`config.mk`:
```
export PLATFORM = sky130hd
export DESIGN_NAME = instr_fetch
export DESIGN_NICKNAME = d
export VERILOG_FILES = /design/src/rtl/instr_fetch_pkg.sv /design/src/rtl/instr_fetch_fifo.sv /design/src/rtl/instr_fetch.sv
export SDC_FILE = /design/constraint.sdc
export NUM_CORES = 1
export LEC_CHECK = 0
export ABC_CLOCK_PERIOD_IN_PS = 8450
export BUFFER_PORTS_ARGS = -buffer_cell sky130_fd_sc_hd__buf_4
export CAP_MARGIN = 20
export CORE_ASPECT_RATIO = 0.9
export CORE_MARGIN = 2
export CORE_UTILIZATION = 50
export DETAILED_ROUTE_END_ITERATION = 10
export GPL_TIMING_DRIVEN = 0
export PLACE_DENSITY_LB_ADDON = 0.08
export REMOVE_ABC_BUFFERS = 1
export SLEW_MARGIN = 20
export SYNTH_ARGS = -nofsm -noshare
export SYNTH_HDL_FRONTEND = slang
export SYNTH_SLANG_ARGS = --single-unit
```
`constraint.sdc`:
```
create_clock -name clk -period 8.45 [get_ports clk]
set_clock_uncertainty 0.2 [all_clocks]
set_input_delay 1.2675 -clock clk [delete_from_list [all_inputs] [get_ports clk]]
set_output_delay 1.2675 -clock clk [all_outputs]
set_load 0.03 [all_outputs]
```
`src/rtl/instr_fetch_pkg.sv`:
```
// rtl/instr_fetch_pkg.sv - shared fetch/decode types, field slices and fetch FIFO entry
package instr_fetch_pkg;

  localparam int INSTR_W    = 32;
  localparam int PC_W       = 64;
  localparam int OPCODE_LSB = 0;
  localparam int OPCODE_MSB = 6;
  localparam int FUNCT3_LSB = 12;
  localparam int FUNCT3_MSB = 14;
  localparam int FUNCT7_LSB = 25;
  localparam int FUNCT7_MSB = 31;

  typedef enum logic [6:0] {
    OP_LOAD   = 7'h03,
    OP_IMM    = 7'h13,
    OP_AUIPC  = 7'h17,
    OP_STORE  = 7'h23,
    OP_REG    = 7'h33,
    OP_LUI    = 7'h37,
    OP_BRANCH = 7'h63,
    OP_JALR   = 7'h67,
    OP_JAL    = 7'h6F,
    OP_SYSTEM = 7'h73
  } opcode_t;

  typedef struct packed {
    logic [INSTR_W-1:0] instr;
    logic [PC_W-1:0]    pc;
  } fetch_entry_t;

  function automatic opcode_t instr_opcode(input logic [INSTR_W-1:0] instr);
    return opcode_t'(instr[OPCODE_MSB:OPCODE_LSB]);
  endfunction

endpackage

```
`src/rtl/instr_fetch_fifo.sv`:
```
// rtl/instr_fetch_fifo.sv - fetch_fifo: synchronous FIFO of fetch entries with flush and registered head
module fetch_fifo
  import instr_fetch_pkg::*;
#(
  parameter int  DEPTH = 4,
  localparam int PTR_W = $clog2(DEPTH),
  localparam int CNT_W = PTR_W + 1
) (
  input  logic               clk,
  input  logic               rst_n,
  input  logic               push,
  input  fetch_entry_t       push_data,
  input  logic               pop,
  input  logic               flush,
  output fetch_entry_t       head,
  output logic               full,
  output logic               empty,
  output logic [CNT_W-1:0]   count
);

  fetch_entry_t       mem_q [DEPTH];
  fetch_entry_t       mem_d [DEPTH];
  logic [PTR_W-1:0]   wr_ptr_q, wr_ptr_d, rd_ptr_q, rd_ptr_d;
  logic [CNT_W-1:0]   count_q, count_d;
  logic               do_push, do_pop;

  assign full    = (count_q == CNT_W'(DEPTH));
  assign empty   = (count_q == '0);
  assign count   = count_q;
  assign head    = mem_q[rd_ptr_q];
  assign do_pop  = pop & ~empty;
  // A full FIFO still accepts a push when the head leaves in the same cycle.
  assign do_push = push & (~full | do_pop);

  always_comb begin
    mem_d    = mem_q;
    wr_ptr_d = wr_ptr_q;
    rd_ptr_d = rd_ptr_q;
    count_d  = count_q;
    if (flush) begin
      wr_ptr_d = '0;
      rd_ptr_d = '0;
      count_d  = '0;
    end else begin
      if (do_push) begin
        mem_d[wr_ptr_q] = push_data;
        wr_ptr_d        = wr_ptr_q + PTR_W'(1);
      end
      if (do_pop) begin
        rd_ptr_d = rd_ptr_q + PTR_W'(1);
      end
      count_d = count_q + CNT_W'(do_push) - CNT_W'(do_pop);
    end
  end

  always_ff @(posedge clk or negedge rst_n) begin
    if (!rst_n) begin
      for (int i = 0; i < DEPTH; i++) begin
        mem_q[i] <= '0;
      end
      wr_ptr_q <= '0;
      rd_ptr_q <= '0;
      count_q  <= '0;
    end else begin
      mem_q    <= mem_d;
      wr_ptr_q <= wr_ptr_d;
      rd_ptr_q <= rd_ptr_d;
      count_q  <= count_d;
    end
  end

endmodule

```
`src/rtl/instr_fetch.sv`:
```
// rtl/instr_fetch.sv - instruction fetch stage with credit-based issue and redirect flush
// Optional misaligned-redirect trap: define FETCH_MISALIGN_TRAP_EN.
module instr_fetch
  import instr_fetch_pkg::*;
#(
  parameter int               WIDTH     = 64,
  parameter logic [WIDTH-1:0] RESET_PC  = '0,
  parameter int               BUF_DEPTH = 4
) (
  input  logic               clk,
  input  logic               rst_n,
  output logic               imem_req_valid,
  input  logic               imem_req_ready,
  output logic [WIDTH-1:0]   imem_req_addr,
  input  logic               imem_rsp_valid,
  input  logic [31:0]        imem_rsp_data,
  input  logic               redirect_valid,
  input  logic [WIDTH-1:0]   redirect_pc,
  output logic               dec_valid,
  input  logic               dec_ready,
  output logic [31:0]        dec_instr,
  output logic [WIDTH-1:0]   dec_pc,
  output opcode_t            dec_opcode,
  output logic [2:0]         dec_funct3,
  output logic [6:0]         dec_funct7
`ifdef FETCH_MISALIGN_TRAP_EN
  ,
  output logic               fetch_misaligned
`endif
);

  localparam int CNT_W = $clog2(BUF_DEPTH) + 1;

  logic [WIDTH-1:0] fetch_pc_q, fetch_pc_d, rsp_pc_q, rsp_pc_d, target_pc;
  logic [CNT_W-1:0] outstanding_q, outstanding_d, discard_q, discard_d, fifo_count;
  logic [CNT_W:0]   credits_used;
  logic             started_q, block_fetch;
  logic             fifo_full, fifo_empty, req_fire, pop, keep;
  fetch_entry_t     push_entry, head;

`ifdef FETCH_MISALIGN_TRAP_EN
  logic misaligned_q, misaligned_d;

  assign target_pc        = redirect_pc;
  assign block_fetch      = misaligned_q;
  assign fetch_misaligned = misaligned_q;

  always_comb begin
    misaligned_d = misaligned_q;
    if (redirect_valid) misaligned_d = (redirect_pc[1:0] != 2'b00);
  end

  always_ff @(posedge clk or negedge rst_n) begin
    if (!rst_n) misaligned_q <= 1'b0;
    else        misaligned_q <= misaligned_d;
  end
`else
  assign target_pc   = redirect_pc & ~WIDTH'(3);
  assign block_fetch = 1'b0;
`endif

  // Every in-flight request owns a FIFO slot, so kept responses always fit.
  assign pop            = dec_valid & dec_ready;
  assign credits_used   = {1'b0, outstanding_q} + {1'b0, fifo_count} - {{CNT_W{1'b0}}, pop};
  assign imem_req_valid = started_q & (discard_q == '0) & ~block_fetch &
                          (credits_used < (CNT_W+1)'(BUF_DEPTH));
  assign imem_req_addr  = fetch_pc_q;
  assign req_fire       = imem_req_valid & imem_req_ready;
  assign keep           = imem_rsp_valid & (discard_q == '0) & ~redirect_valid;

  always_comb begin
    fetch_pc_d    = fetch_pc_q;
    rsp_pc_d      = rsp_pc_q;
    discard_d     = discard_q;
    outstanding_d = outstanding_q + CNT_W'(req_fire) - CNT_W'(imem_rsp_valid);
    if (req_fire) fetch_pc_d = fetch_pc_q + WIDTH'(4);
    if (keep)     rsp_pc_d   = rsp_pc_q + WIDTH'(4);
    if (redirect_valid) begin
      fetch_pc_d = target_pc;
      rsp_pc_d   = target_pc;
      discard_d  = outstanding_d;
    end else if (imem_rsp_valid && discard_q != '0) begin
      discard_d = discard_q - CNT_W'(1);
    end
    push_entry.instr = imem_rsp_data;
    push_entry.pc    = PC_W'(rsp_pc_q);
  end

  always_ff @(posedge clk or negedge rst_n) begin
    if (!rst_n) begin
      fetch_pc_q    <= RESET_PC;
      rsp_pc_q      <= RESET_PC;
      outstanding_q <= '0;
      discard_q     <= '0;
      started_q     <= 1'b0;
    end else begin
      fetch_pc_q    <= fetch_pc_d;
      rsp_pc_q      <= rsp_pc_d;
      outstanding_q <= outstanding_d;
      discard_q     <= discard_d;
      started_q     <= 1'b1;
    end
  end

  fetch_fifo #(.DEPTH(BUF_DEPTH)) u_fifo (
    .clk       (clk),
    .rst_n     (rst_n),
    .push      (keep & (~fifo_full | pop)),
    .push_data (push_entry),
    .pop       (pop),
    .flush     (redirect_valid),
    .head      (head),
    .full      (fifo_full),
    .empty     (fifo_empty),
    .count     (fifo_count)
  );

  assign dec_valid  = ~fifo_empty;
  assign dec_instr  = head.instr;
  assign dec_pc     = head.pc[WIDTH-1:0];
  assign dec_opcode = instr_opcode(head.instr);
  assign dec_funct3 = head.instr[FUNCT3_MSB:FUNCT3_LSB];
  assign dec_funct7 = head.instr[FUNCT7_MSB:FUNCT7_LSB];

endmodule

```
; ---- Yosys cells after proc, flatten, opt, wreduce, memory -nomap -nowiden
; Cells that the tools add are included.
[totals]
reg_bits = 526
latchBits = 0
ramBits = 0
mem_bits_ro = 0
in_bits = 102
out_inout_bits = 179
wordCells = 76
n_memories = 0
[op_classes]
addsub = 11
n_mul = 0
div = 0
n_lt_le_gt_ge = 4
n_eq_ne = 1
n_shift = 0
n_mux = 17
bitwise = 16
n_reduce_logical = 11
[op_table]
columns = cell, n
row1 = $bwmux W384, 1
row2 = $mux W96, 3
row3 = $mux W64, 4
row4 = $bmux W96 S2, 1
row5 = $demux W96 S2, 1
row6 = $add A64 B3 Y64 const B, 2
row7 = $reduce_bool A2 Y1, 5
row8 = $and A1 B1 Y1, 9
row9 = $mux W3, 3
row10 = $mux W2, 4
row11 = $add A3 B1 Y3, 2
row12 = $ge A3 B3 Y1 const B, 2
row13 = $logic_not A3 Y1, 2
row14 = $not A2 Y3, 2
row15 = $sub A3 B1 Y3, 2
row16 = $add A2 B1 Y2 const B, 2
row17 = $add A3 B3 Y4, 1
row18 = $lt A4 B3 Y1 const B, 1
row19 = $sub A4 B1 Y4, 1
row20 = $eq A3 B3 Y1 const B, 1
row21 = $lt A3 B1 Y1 const B, 1
row22 = $not A1 Y1, 3
row23 = $reduce_bool A3 Y1, 1
row24 = $sub A3 B1 Y3 const B, 1
row25 = other kinds (3), 5

; ---- Logic depth before layout (Yosys ltp)
; Gate-level depths: netlist of the first run.
[logic_depth]
ltp_word = 10
mapped_depth = 17
ltp_nobuf = 17

; ---- Modules after synthesis
; Synthesis of the first run repeated with hierarchy kept, for this count alone.
[hier_totals]
cells_unflattened = 1811
hier_area_um2 = 25233.0
[modules_own_cells]
columns = mod, n_inst, cells_per_inst, area_per_inst_um2, seq_area_each_um2
row1 = fetch_fifo, 1, 977, 17459.2, 9784.4
row2 = instr_fetch, 1, 834, 7773.7, 3278.1

; ---- Worst setup path before layout of the first run
; Ideal clock, no wire load.
[synth_timing]
path_type = input-to-output
startpoint = input dec_ready
endpoint = output imem_req_valid
t_arrival_ps = 3189
required_ps = 6983
slack_ps = 3794
stages = 8
path_buffers = 1
cell_sequence = and2_1 -> ha_1 -> inv_1 -> ha_1 -> and3b_4 -> or4_4 -> buf_6 -> a21oi_1
[synth_via]
elab_chain_cells = 4
[synth_lines]
columns = element, line
row1 = from (decl), instr_fetch.sv:20  ; input logic dec_ready,
row2 = $and A1 B1 Y1, instr_fetch.sv:63  ; assign pop = dec_valid & dec_ready;
row3 = $sub A4 B1 Y4, instr_fetch.sv:64  ; assign credits_used = {1'b0, outstanding_q} + {1'b0, fifo_count} - {{CNT_W{1'b0}}, pop};
row4 = $lt A4 B3 Y1, instr_fetch.sv:66  ; (credits_used < (CNT_W+1)'(BUF_DEPTH));
row5 = $and A1 B1 Y1, instr_fetch.sv:65  ; assign imem_req_valid = started_q & (discard_q == '0) & ~block_fetch &
row6 = to (decl), instr_fetch.sv:12  ; output logic imem_req_valid,
; No other way between the ends.

; ---- Worst setup path after layout of the first run
[layout_timing]
startpoint = register u_fifo.count_q[1], in the netlist u_fifo.count[1]
endpoint = output imem_req_valid
[layout_via]
elab_chain_cells = 6
word_cells_on_any_way = 7
classes_between = add/sub (2) / order compare (1) / bitwise (3) / reduce/logical (1)
[layout_lines]
columns = element, line
row1 = from (decl), instr_fetch_fifo.sv:24  ; logic [CNT_W-1:0] count_q, count_d;
row2 = from (signal assigned), instr_fetch_fifo.sv:68  ; count_q <= count_d;
row3 = branches (longest 3 deep; another with $add A3 B3 Y4), --
row4 = $sub A4 B1 Y4 (*), instr_fetch.sv:64
row5 = $lt A4 B3 Y1 (*), instr_fetch.sv:66
row6 = $and A1 B1 Y1 (*), instr_fetch.sv:65
; Every way passes the cells marked *.

==> metrics.yaml, run 1 <==
status:
  status: "finished clean"
logic_synthesis:
  synth_ff_type: "dfrtp_1"
  syn_avg_cell_area_um2: 13.0
  ys_warn_count: 0
  synthArstFlopShare_pct: 100
  yosys.cell_types.count: 64
  ys_seq_elements: 514
  syn-cell-area_mm2: 0.0251
  synth_cells: 1939
  synth_edf_count: 0
  seq_area_frac_synth_pct: 51.2
clock_network:
  cts_hold_buf: 0
  ctsRootBufferMaster: "clkbuf_16"
  clockBufferDepth: 3
  cts_tree: "built"
  insertion_delay_ns: 0.61
  htree_levels: 2
  clk_pin_slew_worst_paths_ns: 0.06
  clock-sinks: 514
  cts_resized: 0
  cts_setup_buffers: 0
  numCtsBuffers: 54
place:
  post_dp_cell_area_mm2: 0.0278
  hpwl_um: 45900
  port_buffers: 274
  gp_congestion: 0.847
grt:
  grt_usage_pct: 25.7
  grt_pass1_vias: 17500
  grt_start_max_net_pins: 106
  grt_pass1_wl_um: 103000
  overflow: 0
  antenna_found_initial: 4
detailed_routing:
  routed_wl_um: 65900
  first_pass_iters: 6
  via_per_inst: 6.05
  drc: 0
  ant_nets: 0
  drtIter0Drc: 1355
  vias: 17217
  wl_per_cell_um: 23.1
floorplan:
  core_mm2: 0.0493
  top_level_ports: 281
  die-area_mm2: 0.0520
  rows: 77
  die_w_um: 240
  fp.dieH_um: 217
  initial_core_util_pct: 50.9
pwr:
  p_total_w: 0.00925
  powerDensity_mw_per_mm2: 313
  max-vdd-ir-drop_v: 0.000238
  p_leak_nw: 13.0
timing:
  relSlewSlack_pct: 25.4
  finalMaxSlewViolations: 0
  fin_crit_ns: 4.90
  hold_viol_final: 0
  min_period_over_period_pct: 58.0
  setup_violations: 0
  tns_ns: 0
  rsz0062_at_grt: "no"
  worst_slew_pin_slew_ns: 1.11
  clock.fmax_mhz: 204
worst_setup_path:
  cp_num_buf_inv: 2
  critical_path_class: "reg2out"
  slowest_stage: "o211ai_1"
  cpPeakStageDelay_ns: 0.61
  required_ns: 6.98
  cp_max_fo: 7
  path_cells: "or3_1, and2_1, ha_1, inv_1, ha_1, and3b_4, o211ai_1, a21oi_1, buf_4"
  arrival_ns: 3.43
  critical_path.top_delay_family: "compound AO/OA/AOI/OAI gates"
  cp_common_cell: "ha_1"
  cp-start-kind: "register"
  endpoint_kind: "primary output"
hold_path:
  hold_path_class: "reg2reg"
finish:
  area_growth_pct: 17.6
  drive_gt1_share_pct: 41.2
  stdcell_area_mm2: 0.0295
  nets: 2255
flow_run:
  maxCapViolations: 0
-- path summary, 6_finish.rpt --
path,startpoint,end,depth (start not counted),slack (ns)
worst max-delay path,u_fifo.count[1],imem_req_valid,9,3.55
worst min-delay path,u_fifo.mem_q[116],u_fifo.mem_q[116],1,0.30
worst max register to register,u_fifo.count[1],discard_q[2],17,3.73
worst min register to register,u_fifo.mem_q[116],u_fifo.mem_q[116],1,0.30
max in group asynchronous,rst_n,u_fifo.mem_q[273],3,6.20
min in group asynchronous,rst_n,u_fifo.mem_q[331],1,0.46
-- cell usage in the layout (no fill, tap or decap), drive strengths merged, types with 32 or more instances in the layout --
cell type and instances:
dfrtp 514, mux2 392, buf 296, mux4 94, nor2 88, clkbuf 80, nand2 69, nand4 56
nand3 50, nor3 50, nor4 45, inv 41, xor2 32, and3 32
-- metal layers --
layer	vias up	global-route usage [%]	share of wire, %
li1	7633	-	-
met1	8944	36.3	44
met2	531	39.8	46
met3	103	5.43	7.0
met4	6	8.14	2.8
met5	-	0	0.056
-- power by group --
group | internal [W] | leakage [nW] | switching, W | total [W]
Combinational | 0.00160 | 5.54 | 0.00187 | 0.00347
Clock | 0.00136 | 0.866 | 0.000989 | 0.00235
Sequential | 0.00303 | 6.61 | 0.000397 | 0.00343
Total | 0.00600 | 13.0 | 0.00325 | 0.00925
-- cell type report --
cell class	instances	area, um2
Inverter	39	151
Fill cell	3997	19800
Multi-Input combinational cell	1230	11300
Tap cell	671	840
Clock inverter	16	154
Sequential cell	514	12900
Clock buffer	80	1600
Timing Repair Buffer	296	2580
Antenna cell	1	2.50
-- kinds of logic after synthesis --
logic type	after synthesis	synth area share, %
xor gates and xnor gates	52	1.81
buffers and inverters	198	3.84
AOI/OAI and AO/OA	181	5.22
muxes	492	26.2
and+or+nand+nor	482	10.7
adders and majority gates	18	0.957
other	2	0.0299
DFF	514	51.2
-- sequential cells by signal (all words and copies together), names as in the netlist --
signal	count
outstanding_q	3
u_fifo.count	3
u_fifo.mem_q	376
discard_q	3
u_fifo.rd_ptr_q	2
u_fifo.wr_ptr_q	2
rsp_pc_q	62
imem_req_addr	62
started_q	1
-- Yosys cell counts, drive strengths merged (14+ instances only) --
library cell    n  area, um2
o21ai          14       70.1
nor4           45        349
xor2           32        280
o31a           18        158
o31ai          23        173
or3            17        106
dfrtp         514      12900
nand4          56        369
ha             16        200
nor3           50        267
mux2          392       4410
nand3          50        250
or4            23        176
clkbuf         67        253
inv            39        146
nand2          69        259
a21oi          31        155
mux4           94       2120
and3           32        200
buf            92        566
xnor2          20        175
nor2           88        330
a31oi          31        194
-- stage by stage --
step           std cells  utilization, %  worst slack (ns)  hold WS (ns)
2_1_floorplan       1783               -              2.43         0.265
3_3_place_gp        2728            55.1             -1.04         0.284
3_5_place_dp        2750            56.3              3.19         0.291
4_1_cts             2846            59.9              3.56         0.305
5_1_grt             2847            59.9              3.32         0.313
6_report            2847            59.9              3.55         0.301
No activity file was read; power rests on OpenSTA's default activity.
==> inputs of run 2 (changes only) <==
Settings changed: ABC_CLOCK_PERIOD_IN_PS 8450 to 4400.
Clock period 8.45 ns to 4.4 ns, I/O delays scaled along.
==> run 2 against run 1 <==
Effect of this change: sequential share of layout area decreased by 0.065 points; flip-flop and latch count unchanged; clock power up 92%; non-clock buffer count is 4 higher; setup slack worse by 3.4 ns; count of clock-buffer cells in the layout did not move; largest power group unchanged.
==> metrics.yaml, run 2 (synthesis gave the netlist of run 1 again) <==
status:
  status: "finished clean"
worst_setup_path:
  arrival_ns: 3.38  # -0.05 ns
  cp_max_fo: 7  # unchanged
  cp_num_buf_inv: 2  # unchanged
  cp_common_cell: "ha_1"
  path_cells: "or3_1, and2_1, ha_1, inv_1, ha_1, and3b_4, or4_4, a21oi_1, buf_4"
  slowest_stage: "or4_4"
  required_ns: 3.54  # -3.44 ns
  cp-start-kind: "register"
  cpPeakStageDelay_ns: 0.56  # -0.05 ns
  critical_path_class: "reg2out"
  endpoint_kind: "primary output"
  critical_path.top_delay_family: "simple AND/OR/NAND/NOR gates"
timing:
  min_period_over_period_pct: 96.4
  tns_ns: 0  # unchanged
  finalMaxSlewViolations: 0  # unchanged
  hold_viol_final: 0  # unchanged
  setup_violations: 0  # unchanged
  fin_crit_ns: 4.24
  holdWs_ns: 0.0799  # -0.221 ns
  clock.fmax_mhz: 236
  worst_slew_pin_slew_ns: 1.11  # -0.000435 ns
  rsz0062_at_grt: "no"
  worst_slack_ns: 0.156  # -3.39 ns
  relSlewSlack_pct: 25.5  # +0.029 points
clock_network:
  htree_levels: 2  # unchanged
  clock-sinks: 514  # unchanged
  clockBufferDepth: 3  # unchanged
  cts_tree: "built"
  numCtsBuffers: 54  # unchanged
  clk_pin_slew_worst_paths_ns: 0.06  # about the same
  ctsRootBufferMaster: "clkbuf_16"
  insertion_delay_ns: 0.61  # about the same
floorplan:
  fp.dieH_um: 217  # unchanged
  initial_core_util_pct: 50.9  # unchanged
  rows: 77  # unchanged
  die-area_mm2: 0.0520  # unchanged
  top_level_ports: 281  # unchanged
  die_w_um: 240  # unchanged
  core_mm2: 0.0493  # unchanged
grt:
  grt_pass1_wl_um: 103000  # about the same
  overflow: 0  # unchanged
  grt_use_met2_pct: 39.9  # +0.048 points
  grt_usage_pct: 25.7  # +0.028 points
  busiest_layer: "met2"
  antenna_found_initial: 4  # unchanged
  grt_start_max_net_pins: 106  # unchanged
  grt_util_met1_pct: 36.3  # +0.043 points
  use_met3_pct: 5.43  # unchanged
  grt_pass1_vias: 17506  # +0.034%
finish:
  stdcell_area_mm2: 0.0296  # +0.15%
  regMostFlops: "u_fifo.mem_q"
  finalNonFillerCells: 2851  # +0.14%
  drive_gt1_share_pct: 41.3  # +0.15 points
  largest_register_ffs: 376  # unchanged
  final_cell_mix: "512 x dfrtp_1, 392 x mux2_2, 276 x buf_4"
  area_growth_pct: 17.8
  mostFrequentLayoutCell: "dfrtp_1"
  nets: 2259  # +0.18%
pwr:
  max-vdd-ir-drop_v: 0.000455  # +91%
  powerDensity_mw_per_mm2: 602  # +92%
  p_leak_nw: 13.0  # about the same
detailed_routing:
  ant_nets: 0  # unchanged
  first_pass_iters: 5  # -1
  wl_per_cell_um: 23.1  # -0.17%
  drc: 0  # unchanged
  drtIter0Drc: 1268  # -6.4%
  vias: 17173  # -0.26%
  routed_wl_um: 65900  # about the same
  via_per_inst: 6.02  # -0.40%
place:
  port_buffers: 274  # unchanged
  pre_cts_slack_ns: -0.318  # -3.51 ns
  dp_cells: 2750  # unchanged
  post_dp_cell_area_mm2: 0.0278  # unchanged
  hpwl_um: 45900  # unchanged
  gp_congestion: 0.847  # unchanged
hold_path:
  hold_path_class: "in2reg"
flow_run:
  maxCapViolations: 0  # unchanged
-- run 2: what timing repair did --
item / in CTS / in global routing
endpoints found under the setup margin: 4 / 2
pin swaps: 1 / 2
hold endpoints to repair: 72 / 0
setup buffers: 1 / 2
cloned: 0 / 0
gates resized for setup: 2 / 1
hold buffers: 1 / 0
-- run 2: cell type report --
cell class,count,area [um2]
Tap cell,671,840
Fill cell,3991,19800
Timing Repair Buffer,300,2610
Multi-Input combinational cell,1230,11400
Inverter,39,151
Clock buffer,80,1600
Sequential cell,514,12900
Clock inverter,16,154
Antenna cell,1,2.50
-- run 2: layer usage --
| metal | vias to the layer above | routed length [um] |
|---|---|---|
| met5 | - | 27 |
| met4 | 6 | 1900 |
| li1 | 7644 | - |
| met3 | 105 | 4610 |
| met1 | 8921 | 28900 |
| met2 | 497 | 30500 |
-- run 2: power breakdown --
group	switching (W)	internal [W]
Combinational	0.00360	0.00310
Clock	0.00189	0.00262
Sequential	0.000764	0.00582
-- run 2: final timing paths --
path | slack [ns] | start | endpoint | cells past startpoint
min in group asynchronous | 0.45 | rst_n | u_fifo.mem_q[331] | 2
worst min register to register | 0.30 | u_fifo.mem_q[116] | u_fifo.mem_q[116] | 1
max in group asynchronous | 2.16 | rst_n | u_fifo.mem_q[94] | 4
worst max register to register | 0.42 | u_fifo.count[1] | discard_q[2] | 17
worst max-delay path | 0.16 | u_fifo.count[1] | imem_req_valid | 9
worst min-delay path | 0.08 | redirect_pc[5] | rsp_pc_q[5] | 2
-- run 2: stage by stage --
stage / power [W] / util, %
2_1_floorplan: 0.0110 / -
3_3_place_gp: 0.0133 / 55.1
3_5_place_dp: 0.0134 / 56.3
4_1_cts: 0.0180 / 59.9
5_1_grt: 0.0187 / 60.0
6_report: 0.0178 / 60.0
